<file path="src/rtl/mem_stage_lsu.sv">
// Memory-stage load/store unit: drives the data-memory bus through a req/ready
// handshake, aligns stores, extends loads and registers the MEM/WB bundle.
module mem_stage_lsu #(
  parameter int XLEN = 32
) (
  input  logic            clk,
  input  logic            rst,
  input  logic            em_valid,
  input  logic [XLEN-1:0] alu_out,
  input  logic [XLEN-1:0] rs2_data,
  input  logic [4:0]      rd_index,
  input  logic [3:0]      dm_w_en,
  input  logic            wb_sel,
  input  logic            wb_en,
  input  logic            halt,
  input  logic [2:0]      func3,
  output logic            dm_req,
  output logic            dm_we,
  output logic [XLEN-1:0] dm_addr,
  output logic [XLEN-1:0] dm_wdata,
  output logic [3:0]      dm_be,
  input  logic            dm_ready,
  input  logic [XLEN-1:0] dm_rdata,
  output logic            stall,
  output logic            mw_valid,
  output logic [XLEN-1:0] mw_wb_data,
  output logic [4:0]      mw_rd_index,
  output logic            mw_wb_en,
  output logic            mw_halt,
  output logic            misalign_exc
);

  // Bus handshake: dm_req is held with stable addr/we/wdata/be for the whole
  // BUSY period; the transfer completes at the first edge where dm_ready=1.
  localparam logic [0:0] IDLE = 1'b0;
  localparam logic [0:0] BUSY = 1'b1;

  logic [0:0]      state;
  logic            halted;
  logic [XLEN-1:0] l_addr;
  logic [XLEN-1:0] l_wdata;
  logic [3:0]      l_be;
  logic            l_we;
  logic            l_load;
  logic [4:0]      l_rd;
  logic [2:0]      l_func3;
  logic            l_wb_en;
  logic            l_halt;

  logic            is_store;
  logic            memop;
  logic [1:0]      acc_size;
  logic            misaligned;
  logic            halting;
  logic            start;
  logic            to_mw;
  logic [XLEN-1:0] lane_byte;
  logic [15:0]     lane_half;
  logic [XLEN-1:0] load_data;

  assign is_store = |dm_w_en;
  assign memop    = em_valid & (wb_sel | is_store);

  // Access size: 0 byte, 1 half, 2 word; stores take it from the mask.
  always_comb begin
    acc_size = 2'd0;
    if (is_store) begin
      case (dm_w_en)
        4'b0011: acc_size = 2'd1;
        4'b1111: acc_size = 2'd2;
        default: acc_size = 2'd0;
      endcase
    end else begin
      case (func3[1:0])
        2'b00:   acc_size = 2'd0;
        2'b01:   acc_size = 2'd1;
        default: acc_size = 2'd2;
      endcase
    end
  end

  assign misaligned = ((acc_size == 2'd1) & alu_out[0]) |
                      ((acc_size == 2'd2) & (|alu_out[1:0]));
  // A halt sitting in MW freezes intake the same cycle it retires.
  assign halting    = halted | mw_halt;
  assign start      = (state == IDLE) & ~halting & memop & ~misaligned;
  assign to_mw      = em_valid & ~(memop & ~misaligned);

  assign stall    = rst & (halting | start | ((state == BUSY) & ~dm_ready));
  assign dm_req   = (state == BUSY);
  assign dm_we    = dm_req & l_we;
  assign dm_addr  = {l_addr[XLEN-1:2], 2'b00};
  assign dm_wdata = l_wdata;
  assign dm_be    = l_be;

  assign lane_byte = dm_rdata >> {l_addr[1:0], 3'b000};
  assign lane_half = l_addr[1] ? dm_rdata[31:16] : dm_rdata[15:0];

  always_comb begin
    load_data = dm_rdata;
    case (l_func3)
      3'b000:  load_data = {{(XLEN-8){lane_byte[7]}}, lane_byte[7:0]};
      3'b001:  load_data = {{(XLEN-16){lane_half[15]}}, lane_half};
      3'b100:  load_data = {{(XLEN-8){1'b0}}, lane_byte[7:0]};
      3'b101:  load_data = {{(XLEN-16){1'b0}}, lane_half};
      default: load_data = dm_rdata;
    endcase
  end

  always_ff @(posedge clk or negedge rst) begin
    if (!rst) begin
      state        <= IDLE;
      halted       <= 1'b0;
      l_addr       <= '0;
      l_wdata      <= '0;
      l_be         <= '0;
      l_we         <= 1'b0;
      l_load       <= 1'b0;
      l_rd         <= '0;
      l_func3      <= '0;
      l_wb_en      <= 1'b0;
      l_halt       <= 1'b0;
      mw_valid     <= 1'b0;
      mw_wb_data   <= '0;
      mw_rd_index  <= '0;
      mw_wb_en     <= 1'b0;
      mw_halt      <= 1'b0;
      misalign_exc <= 1'b0;
    end else begin
      halted <= halted | mw_halt;
      if (state == BUSY) begin
        misalign_exc <= 1'b0;
        if (dm_ready) begin
          state       <= IDLE;
          mw_valid    <= 1'b1;
          mw_wb_data  <= l_load ? load_data : l_addr;
          mw_rd_index <= l_rd;
          mw_wb_en    <= l_wb_en;
          mw_halt     <= l_halt;
        end else begin
          mw_valid <= 1'b0;
          mw_wb_en <= 1'b0;
          mw_halt  <= 1'b0;
        end
      end else if (halting) begin
        mw_valid     <= 1'b0;
        mw_wb_en     <= 1'b0;
        mw_halt      <= 1'b0;
        misalign_exc <= 1'b0;
      end else begin
        mw_valid     <= to_mw;
        mw_wb_data   <= alu_out;
        mw_rd_index  <= rd_index;
        mw_wb_en     <= em_valid & ~memop & wb_en;
        mw_halt      <= to_mw & halt;
        misalign_exc <= memop & misaligned;
        if (start) begin
          state   <= BUSY;
          l_addr  <= alu_out;
          l_wdata <= rs2_data << {alu_out[1:0], 3'b000};
          l_be    <= dm_w_en << alu_out[1:0];
          l_we    <= is_store;
          l_load  <= wb_sel & ~is_store;
          l_rd    <= rd_index;
          l_func3 <= func3;
          l_wb_en <= wb_en;
          l_halt  <= halt;
        end
      end
    end
  end

endmodule

</file>
<file path="config.mk">
export PLATFORM = sky130hd
export DESIGN_NAME = mem_stage_lsu
export DESIGN_NICKNAME = d
export VERILOG_FILES = /design/src/rtl/mem_stage_lsu.sv
export SDC_FILE = /design/constraint.sdc
export NUM_CORES = 1
export LEC_CHECK = 0
export ABC_CLOCK_PERIOD_IN_PS = 2650
export CORE_UTILIZATION = 47
export DETAILED_ROUTE_END_ITERATION = 10
export GPL_TIMING_DRIVEN = 0
export PLACE_DENSITY = 0.87
export SLEW_MARGIN = 5
export SYNTH_ARGS = -nofsm -noshare
export SYNTH_HDL_FRONTEND = slang
export SYNTH_SLANG_ARGS = --single-unit
</file>
<file path="constraint.sdc">
create_clock -name clk -period 2.65 [get_ports clk]
set_clock_uncertainty 0.15 [all_clocks]
set_input_delay 0.53 -clock clk [delete_from_list [all_inputs] [get_ports clk]]
set_output_delay 0.53 -clock clk [all_outputs]
set_load 0.02 [all_outputs]
</file>
# Word-level counts from Yosys, hierarchy flattened
# Cells that the tools add are included.
[word_totals]
ff_bits = 123
out_inout_bits = 112
elab_cells = 91
[classes]
n_eq_ne = 10
n_shift = 3
muxes = 27
n_bitwise = 28
reduce_logical = 6
[ops]
columns = ["op", "n"]
rows = [
  ["32-bit two-way mux", 4],
  ["32-bit case mux with 4 select lines", 1],
  ["32-bit by 5-bit << shifter with 32-bit output", 1],
  ["32-bit by 5-bit >> shifter with 8-bit output", 1],
  ["1-bit AND", 16],
  ["16-bit two-way mux", 1],
  ["1-bit two-way mux", 15],
  ["5-bit two-way mux", 3],
  ["2-bit case mux with 2 select lines", 2],
  ["1-bit NOT", 7],
  ["3-bit equality test, second input constant", 2],
  ["1-bit OR", 5],
  ["2-bit by 1-bit equality test with 1-bit output, second input constant", 2],
  ["4-bit by 2-bit equality test with 1-bit output, second input constant", 1],
  ["4-bit equality test, second input constant", 1],
  ["2-bit != test, second input constant", 2],
  ["4-bit OR reduction", 1],
  ["4-bit by 2-bit << shifter with 4-bit output", 1],
  ["3-bit by 1-bit equality test with 1-bit output, second input constant", 1],
  ["3-bit logical NOT", 1],
  ["3-bit AND reduction", 1],
  ["2-bit equality test, second input constant", 1],
  ["2-bit logical NOT", 1],
  ["2-bit two-way mux", 1],
  ["other kinds (2)", 2],
]

# Logic depth before layout (Yosys ltp)
# Gate-level depths: netlist (run 1).
[logic_depth]
ltp_word = 13
mapped_depth = 7
ltp_nobuf = 4

# Worst setup path before layout (run 1)
# OpenSTA, ideal clock, no wires.
[synth_path]
path_type = "register -> output"
from = "reg state (netlist: dm_req)"
to = "out stall"
arrival_time_ps = 1999
path_slack_ps = -29
path_stages_with_launch = 7
path_buffers = 2
path_cell_list = "dfrtp_1 -> or4b_4 -> a221oi_4 -> o21a_4 -> buf_8 -> buf_6 -> o31a_1"
[synth_via]
elab_chain_len = 7
word_cells_on_any_way = 8
[synth_lines]
columns = ["element", "line", "rtl"]
rows = [
  ["start, declared", "38", "logic [0:0] state;"],
  ["start signal, assigned", "112", "state <= IDLE;"],
  ["start signal, assigned", "134", "state <= IDLE;"],
  ["start signal, assigned", "158", "state <= BUSY;"],
  ["1-bit NOT (no source line)", "--", ""],
  ["1-bit AND (3 in a row)", "86", "assign start = (state == IDLE) & ~halting & memop & ~misaligned;"],
  ["1-bit OR", "89", "assign stall = rst & (halting | start | ((state == BUSY) & ~dm_ready));"],
  ["1-bit OR *", "89", ""],
  ["1-bit AND *", "89", ""],
  ["end, declared", "24", "output logic stall,"],
]
# Mark *: on every way between the ends. The rest lies on a longest branch, timed or not.

# Worst setup path after layout (run 1)
# Same ends and word-level chain as after synthesis.

==> results of run 1 <==
[timing repair]
item / 4_1_cts / 5_1_grt
setup buffers: 5 / 2
endpoints found under the hold margin: 36 / 36
pin swaps: 2 / 2
gates resized for setup: 20 / 4
setup endpoints to repair: 2 / 10
cloned: 0 / 0
[critical path, cell delays in order, from the launching register on]
cell and delay (ns):
sky130_fd_sc_hd__dfrtp_2 0.41, sky130_fd_sc_hd__or4b_4 0.57, sky130_fd_sc_hd__a221oi_4 0.23, sky130_fd_sc_hd__o21a_4 0.17, sky130_fd_sc_hd__o31a_1 0.17, sky130_fd_sc_hd__buf_6 0.13
[layer usage]
layer | GRT usage | vias up | part of all wire
met5 | 0 | - | 0
met4 | 0.168 | 0 | 0.046
met3 | 0.0780 | 89 | 0.088
met2 | 0.511 | 394 | 0.47
met1 | 0.395 | 3211 | 0.39
li1 | - | 2869 | -
[stage by stage]
step | hold slack, ns | setup slack (ns) | cells
after floorplan | 0.0844 | 0.0148 | 670
after global placement | 0.310 | -4.44 | 1073
after detailed placement | 0.303 | -1.16 | 1074
after CTS | -0.146 | -0.206 | 1110
after global routing | -0.126 | -0.206 | 1109
final | -0.148 | -0.146 | 1109
[where the power goes]
part	switching, mW	leakage [nW]	internal [mW]
registers	0.574	1.47	2.81
logic	3.41	2.55	3.10
clock network	0.852	0.284	1.42
[registers in the layout, indices dropped and copies added, names as in the netlist]
signal        cells
misalign_exc      1
l_addr           32
l_we              1
halted            1
l_halt            1
dm_wdata         32
mw_valid          1
l_wb_en           1
mw_halt           1
dm_be             4
mw_wb_data       32
mw_wb_en          1
dm_req            1
l_func3           3
mw_rd_index       5
l_load            1
l_rd              5
[final cells by class]
type	instances	share of cell area
plain buffers	80	0.0502
multi-input cells	441	0.322
flip-flops and latches	123	0.309
inverters	23	0.00866
well taps	180	0.0226
clock inverters	9	0.00954
repair buffers	230	0.231
clock buffers	23	0.0469
[cells by family (layout without fill, tap and decap cells)]
| kind of cell | Yosys count | count (layout) | share of synthesized area |
|---|---|---|---|
| and+or+nand+nor | 167 | 167 | 0.119 |
| xor gates and xnor gates | 1 | 1 | 0.00127 |
| buffers and inverters | 106 | 365 | 0.0877 |
| AOI/OAI and AO/OA | 148 | 148 | 0.150 |
| other | 1 | 2 | 0.000546 |
| DFF | 123 | 123 | 0.448 |
| muxes | 123 | 123 | 0.194 |
[worst max-delay path by stage]
stage / end / slack [ns] / cells after the start
finish: stall / -0.15 / 5
global route: stall / -0.21 / 5
CTS: stall / -0.21 / 6
detailed placement: stall / -1.16 / 8
global placement: mw_halt$_DFF_PN0_ / -4.44 / 1
floorplan: stall / 0.01 / 6
[layout by cell type, fill, tap and decap left out, types with 3 or more instances in the layout]
cell | netlist | routed
sky130_fd_sc_hd__a22o_1 | 8 | 8
sky130_fd_sc_hd__a21oi_1 | 35 | 35
sky130_fd_sc_hd__mux2_1 | 69 | 69
sky130_fd_sc_hd__clkbuf_8 | 0 | 3
sky130_fd_sc_hd__a311oi_1 | 16 | 16
sky130_fd_sc_hd__a211oi_1 | 11 | 11
sky130_fd_sc_hd__inv_1 | 22 | 22
sky130_fd_sc_hd__nand3_1 | 10 | 10
sky130_fd_sc_hd__o21a_1 | 4 | 4
sky130_fd_sc_hd__nor2b_1 | 19 | 19
sky130_fd_sc_hd__mux2i_1 | 53 | 53
sky130_fd_sc_hd__nand2_1 | 61 | 61
sky130_fd_sc_hd__dlygate4sd2_1 | 0 | 6
sky130_fd_sc_hd__nor2_1 | 36 | 36
sky130_fd_sc_hd__clkdlybuf4s50_1 | 0 | 214
sky130_fd_sc_hd__o22ai_1 | 13 | 13
sky130_fd_sc_hd__and3_1 | 20 | 20
sky130_fd_sc_hd__clkinv_2 | 0 | 7
sky130_fd_sc_hd__buf_6 | 9 | 10
sky130_fd_sc_hd__dfrtp_1 | 123 | 121
sky130_fd_sc_hd__buf_4 | 33 | 39
sky130_fd_sc_hd__nand3b_1 | 5 | 5
sky130_fd_sc_hd__buf_1 | 7 | 6
sky130_fd_sc_hd__o21ai_0 | 33 | 33
sky130_fd_sc_hd__clkbuf_1 | 31 | 31
sky130_fd_sc_hd__buf_2 | 2 | 3
sky130_fd_sc_hd__o221ai_1 | 13 | 13
sky130_fd_sc_hd__clkbuf_16 | 0 | 17
==> results.md, run 1 <==
* Placement row count at 43
* Global routing usage summed across all routing layers at 0.318
* Violations in the final reports: hold timing, setup timing
* Worst endpoint required time at 1.97 ns
* Clock period minus worst slack at 2.80 ns
* Maximum number of pins on one net before global-route repair at 89
* Number of storage elements in the synthesis netlist at 123
* Max Cap Viol at 0
* Area of all placed cells without fillers at 9970 um^2
* Leading cell types by count after synthesis: sky130_fd_sc_hd__dfrtp_1 (123), sky130_fd_sc_hd__mux2_1 (69), sky130_fd_sc_hd__nand2_1 (61)
* Total length of routed wires at 23.2 mm
* CTS Sinks at 123
* DIE AREA at 15100 um^2
* Worst Hold Class: input port to asynchronous set/reset pin
* Number of nets in the finished design at 1031
* Clock root buffer: sky130_fd_sc_hd__clkbuf_16
* Status: finished, violations left
* Reg2Reg Depth at 6
* Post-CTS clock slew at the launch and capture registers of the worst setup and hold paths at 0.06 ns
* Transition time at the pin with the least slew margin at 0.824 ns
* Maximum fanout along the worst path at 3
* Post-synth cell types at 50
* Total cell area at the placement stage at 9370 um^2
* Aggregate global routing overflow at 0
* Die extent in x at 123 um
* Port-buffer cells at 223
* Setup slack after layout at -0.146 ns
* Number of buffers created by CTS at 17
* Number of buffers between clock root and the deepest sink at 2
* Count of unresolved DRC violations after routing at 0
* Number of enable flip-flop cells after synthesis at 0
* Antenna fix cells at 0
* Power Dens Cells at 1220 nW/um^2
* Fill count at 1028
* Post-route core utilization at 0.707
* RSZ-0062 raised after global routing: yes
* Initial Utilization at 0.488
* Cell taking the most area after synthesis: sky130_fd_sc_hd__dfrtp_1
* Leading post-synthesis cells by cell area: sky130_fd_sc_hd__dfrtp_1 (45%), sky130_fd_sc_hd__mux2_1 (11%), sky130_fd_sc_hd__mux2i_1 (7.7%)
* Category of the worst setup path capture point: output pin
* Vias at 6563
* Hold Violations, Final at 36
* Dominant register cell in the synthesized netlist: sky130_fd_sc_hd__dfrtp_1
* Synth top area share at 0.448
* Sum of negative setup slack at -0.146 ns
* CTS HTree Levels at 4
* Synthesized area divided by synthesized cell count at 10.3 um^2
* Mapped Area at 6870 um^2
* Final setup violation count at 1
* Highest Clock Rate at 358 MHz
* Top Ports at 227
* Antenna violations before repair at 0
* Design Power at 12.2 mW
* Post-synth ARST share at 1.00
* Sum of net half-perimeters after detailed placement at 16.6 mm
* Multi-input combinational cell area at 3210 um^2
* Weighted congestion at the end of routability-driven global placement at 0.942
* Max rail drop VDD at 616 uV
* Core outline area at 14100 um^2
* Class of the most critical setup path: register to output pin
* Most frequent cell after synthesis: sky130_fd_sc_hd__dfrtp_1
* Startpoint class of the critical path: register
* Period utilisation layout at 1.06
* Area Growth Syn to Fin at 45.0%
* Standby leakage power at 4.31 nW
* Worst Path Arrival at 2.12 ns
* Register-to-register setup slack at 0.11 ns
* Start point of the critical path: dm_req$_DFF_PN0_
* Violation count after the first detailed-route iteration at 475
* Post-Synthesis Cells at 669
* Drt via density at 5.92
* Sequential cell area fraction in the yosys report at 0.448
* Headroom to the max-slew limit at 0.449
* Die height at 123 um
* Ratio of cells with drive above 1 in the final layout at 0.105
* Launching point of the worst reg2reg path: l_addr[0]$_DFFE_PN0P_
* TritonCTS clock tree: yes
* Area taken by flip-flops and latches at 3080 um^2
* Worst-Skew Late Latency at 0.43 ns
* Routed length per instance at 20.9 um
* Wire length of the first global-routing pass at 35.6 mm
* Worst hold margin at -0.148 ns
* Reg-to-reg endpoint: mw_wb_data[24]$_DFFE_PN0P_
* Number of optimization iterations in the first detailed-route pass at 5
* Vias in the first global route at 6575
* Synth warnings at 0
* Antenna viol nets, final at 0
* Pins Over Slew Limit at 0
Note: power is estimated with default switching activity, not from simulation.
==> run 2: changes to the inputs <==
--- a/config.mk
+++ b/config.mk
@@ -5,11 +5,12 @@
 export SDC_FILE = /design/constraint.sdc
 export NUM_CORES = 1
 export LEC_CHECK = 0
-export ABC_CLOCK_PERIOD_IN_PS = 2650
-export CORE_UTILIZATION = 47
+export ABC_CLOCK_PERIOD_IN_PS = 2300
+export CORE_UTILIZATION = 42
 export DETAILED_ROUTE_END_ITERATION = 10
 export GPL_TIMING_DRIVEN = 0
-export PLACE_DENSITY = 0.87
+export PLACE_DENSITY = 0.82
+export SKIP_CTS_REPAIR_TIMING = 1
 export SLEW_MARGIN = 5
 export SYNTH_ARGS = -nofsm -noshare
 export SYNTH_HDL_FRONTEND = slang
==> constraint.sdc (replaced) <==
create_clock -name clk -period 2.3 [get_ports clk]
set_clock_uncertainty 0.15 [all_clocks]
set_input_delay 0.46 -clock clk [delete_from_list [all_inputs] [get_ports clk]]
set_output_delay 0.46 -clock clk [all_outputs]
set_load 0.02 [all_outputs]
==> run 2 against run 1 <==
Against the previous run:
- the run still ends with hold timing, setup timing left
- global-route usage is 4.0 points lower
- register-to-register slack worse by 0.24 ns
- routed wire length is 0.25% higher
- final area is 2.5% higher
- sequential power is 15% higher
- final cell count is 3.5% higher
- first-iteration DRC count is 4.6% lower
- largest power group unchanged
==> results.md, run 2 (same netlist as run 1, synthesis figures left out) <==
* Antenna fix cells at 0
* Standby leakage power at 4.41 nW
* CTS Sinks at 123
* Reg2Reg Depth at 6
* Number of buffers between clock root and the deepest sink at 2
* Pins Over Slew Limit at 0
* Maximum fanout along the worst path at 6
* Launching point of the worst reg2reg path: dm_req$_DFF_PN0_
* Clock root buffer: sky130_fd_sc_hd__clkbuf_16
* Standard cell with the maximum stage delay on the critical path: sky130_fd_sc_hd__or4b_4
* Transition time at the pin with the least slew margin at 0.752 ns
* TritonCTS clock tree: yes
* Top Ports at 227
* RSZ-0062 raised after global routing: yes
* Headroom to the max-slew limit at 0.498
* Status: finished, violations left
* Placement row count at 46
* Hold Violations, Final at 35
* Fill count at 1294
* Wire length of the first global-routing pass at 34.9 mm
* Initial Utilization at 0.431
* Number of optimization iterations in the first detailed-route pass at 5
* Power Dens Cells at 1400 nW/um^2
* Category of the worst setup path capture point: output pin
* Global routing usage summed across all routing layers at 0.277
* Maximum number of pins on one net before global-route repair at 90
* Buf/Inv on CP at 2
* Drt via density at 5.57
* Period utilisation layout at 1.27
* Worst hold margin at -0.213 ns
* Total length of routed wires at 23.2 mm
* Aggregate global routing overflow at 0
* Weighted congestion at the end of routability-driven global placement at 0.942
* Setup slack after layout at -0.617 ns
* Number of nets in the finished design at 1034
* Die extent in x at 130 um
* Final setup violation count at 60
* Number of cells after detailed placement at 1110
* Violations in the final reports: hold timing, setup timing
* Sum of net half-perimeters after detailed placement at 16.9 mm
* Worst Path Arrival at 2.31 ns
* Ratio of cells with drive above 1 in the final layout at 0.134
* Clock period minus worst slack at 2.92 ns
* Vias at 6392
* Area Growth Syn to Fin at 48.7%
* Most common cell after layout, fill and taps aside: sky130_fd_sc_hd__clkdlybuf4s50_1
* Worst Hold Class: input port to asynchronous set/reset pin
* Count of unresolved DRC violations after routing at 0
* Antenna viol nets, final at 0
* Setup slack at placement at -1.38 ns
* Worst-Skew Late Latency at 0.42 ns
* Register-to-register setup slack at -0.13 ns
* CTS HTree Levels at 4
* Post-CTS clock slew at the launch and capture registers of the worst setup and hold paths at 0.06 ns
* Startpoint class of the critical path: register
* Vias in the first global route at 6487
* Class of the most critical setup path: register to output pin
* Highest Clock Rate at 343 MHz
* Reg-to-reg endpoint: dm_wdata[11]$_DFFE_PN0P_
* Violation count after the first detailed-route iteration at 453
* Critical path's largest stage delay at 0.57 ns
* Worst path cell trace: or4b_4 > a221oi_4 > o21a_4 > buf_12 > o31a_1 > buf_6
* Number of buffers created by CTS at 17
* Worst endpoint required time at 1.69 ns
* Max Cap Viol at 0
* Crit path max-delay family: compound AO/OA/AOI/OAI gates
* Antenna violations before repair at 0
* Number of cells in the finished layout apart from fillers at 1148
* Most frequent cells in the layout: sky130_fd_sc_hd__clkdlybuf4s50_1 (219), sky130_fd_sc_hd__dfrtp_1 (121), sky130_fd_sc_hd__nand2_1 (61)
* Core outline area at 15900 um^2
* Die height at 130 um
* Port-buffer cells at 223
* Max rail drop VDD at 707 uV
* Routed length per instance at 20.2 um
* DIE AREA at 16900 um^2
-- run 2: area by class of cell --
cell class,count,area [um^2],area share
clock buffers,20,467,0.0457
flip-flops and latches,123,3080,0.301
clock inverters,12,139,0.0136
repair buffers,236,2400,0.235
inverters,23,86.3,0.00845
well taps,216,270,0.0264
multi-input cells,441,3250,0.318
plain buffers,77,524,0.0513
-- run 2: layer usage --
metal | global-route usage | part of all wire
met1 | 0.325 | 0.39
met2 | 0.462 | 0.48
met5 | 0 | 0
met3 | 0.0976 | 0.10
met4 | 0.116 | 0.026
-- run 2: worst reg2reg max path: stages, from the launching register on --
cell and delay [ns]:
sky130_fd_sc_hd__dfrtp_2 0.42, sky130_fd_sc_hd__or4b_4 0.57, sky130_fd_sc_hd__a221oi_4 0.26, sky130_fd_sc_hd__o21a_4 0.23, sky130_fd_sc_hd__buf_4 0.18, sky130_fd_sc_hd__buf_12 0.15, sky130_fd_sc_hd__mux2_1 0.35
-- run 2: where the power goes --
group          switching (mW)  total, mW  leakage [nW]  internal, mW
registers               0.653       3.88          1.47          3.23
clock network            1.06       2.75         0.285          1.69
logic                    3.94       7.70          2.66          3.76
total                    5.66       14.3          4.41          8.68
-- run 2: through the flow --
stage	power [mW]	hold slack, ns	util	TNS (ns)	area, um^2
2_1_floorplan	8.08	0.0144	-	-0.264	6880
3_5_place_dp	11.3	0.228	0.590	-63.47	9410
3_3_place_gp	11.1	0.311	0.588	-598.44	9380
6_report	14.3	-0.213	0.641	-5.65	10200
4_1_cts	14.0	-0.216	0.628	-19.73	10000
5_1_grt	15.0	-0.202	0.641	-10.65	10200
-- run 2: worst max path at each step --
stage	slack, ns	cells past startpoint	endpoint	from
after floorplan	-0.26	6	stall	mw_halt$_DFF_PN0_
after global placement	-4.82	1	mw_halt$_DFF_PN0_	rst
after detailed placement	-1.38	8	stall	em_valid
after CTS	-1.38	8	stall	em_valid
after global routing	-0.70	6	stall	halted$_DFF_PN0_
final	-0.62	6	stall	dm_req$_DFF_PN0_
==> run 3: changes to the inputs <==
--- a/config.mk
+++ b/config.mk
@@ -10,6 +10,7 @@
 export DETAILED_ROUTE_END_ITERATION = 10
 export GPL_TIMING_DRIVEN = 0
 export PLACE_DENSITY = 0.82
+export RECOVER_POWER = 100
 export SKIP_CTS_REPAIR_TIMING = 1
 export SLEW_MARGIN = 5
 export SYNTH_ARGS = -nofsm -noshare
==> results of run 3 <==
Same layout as run 2: the final DEF is identical, and so are final timing and power.
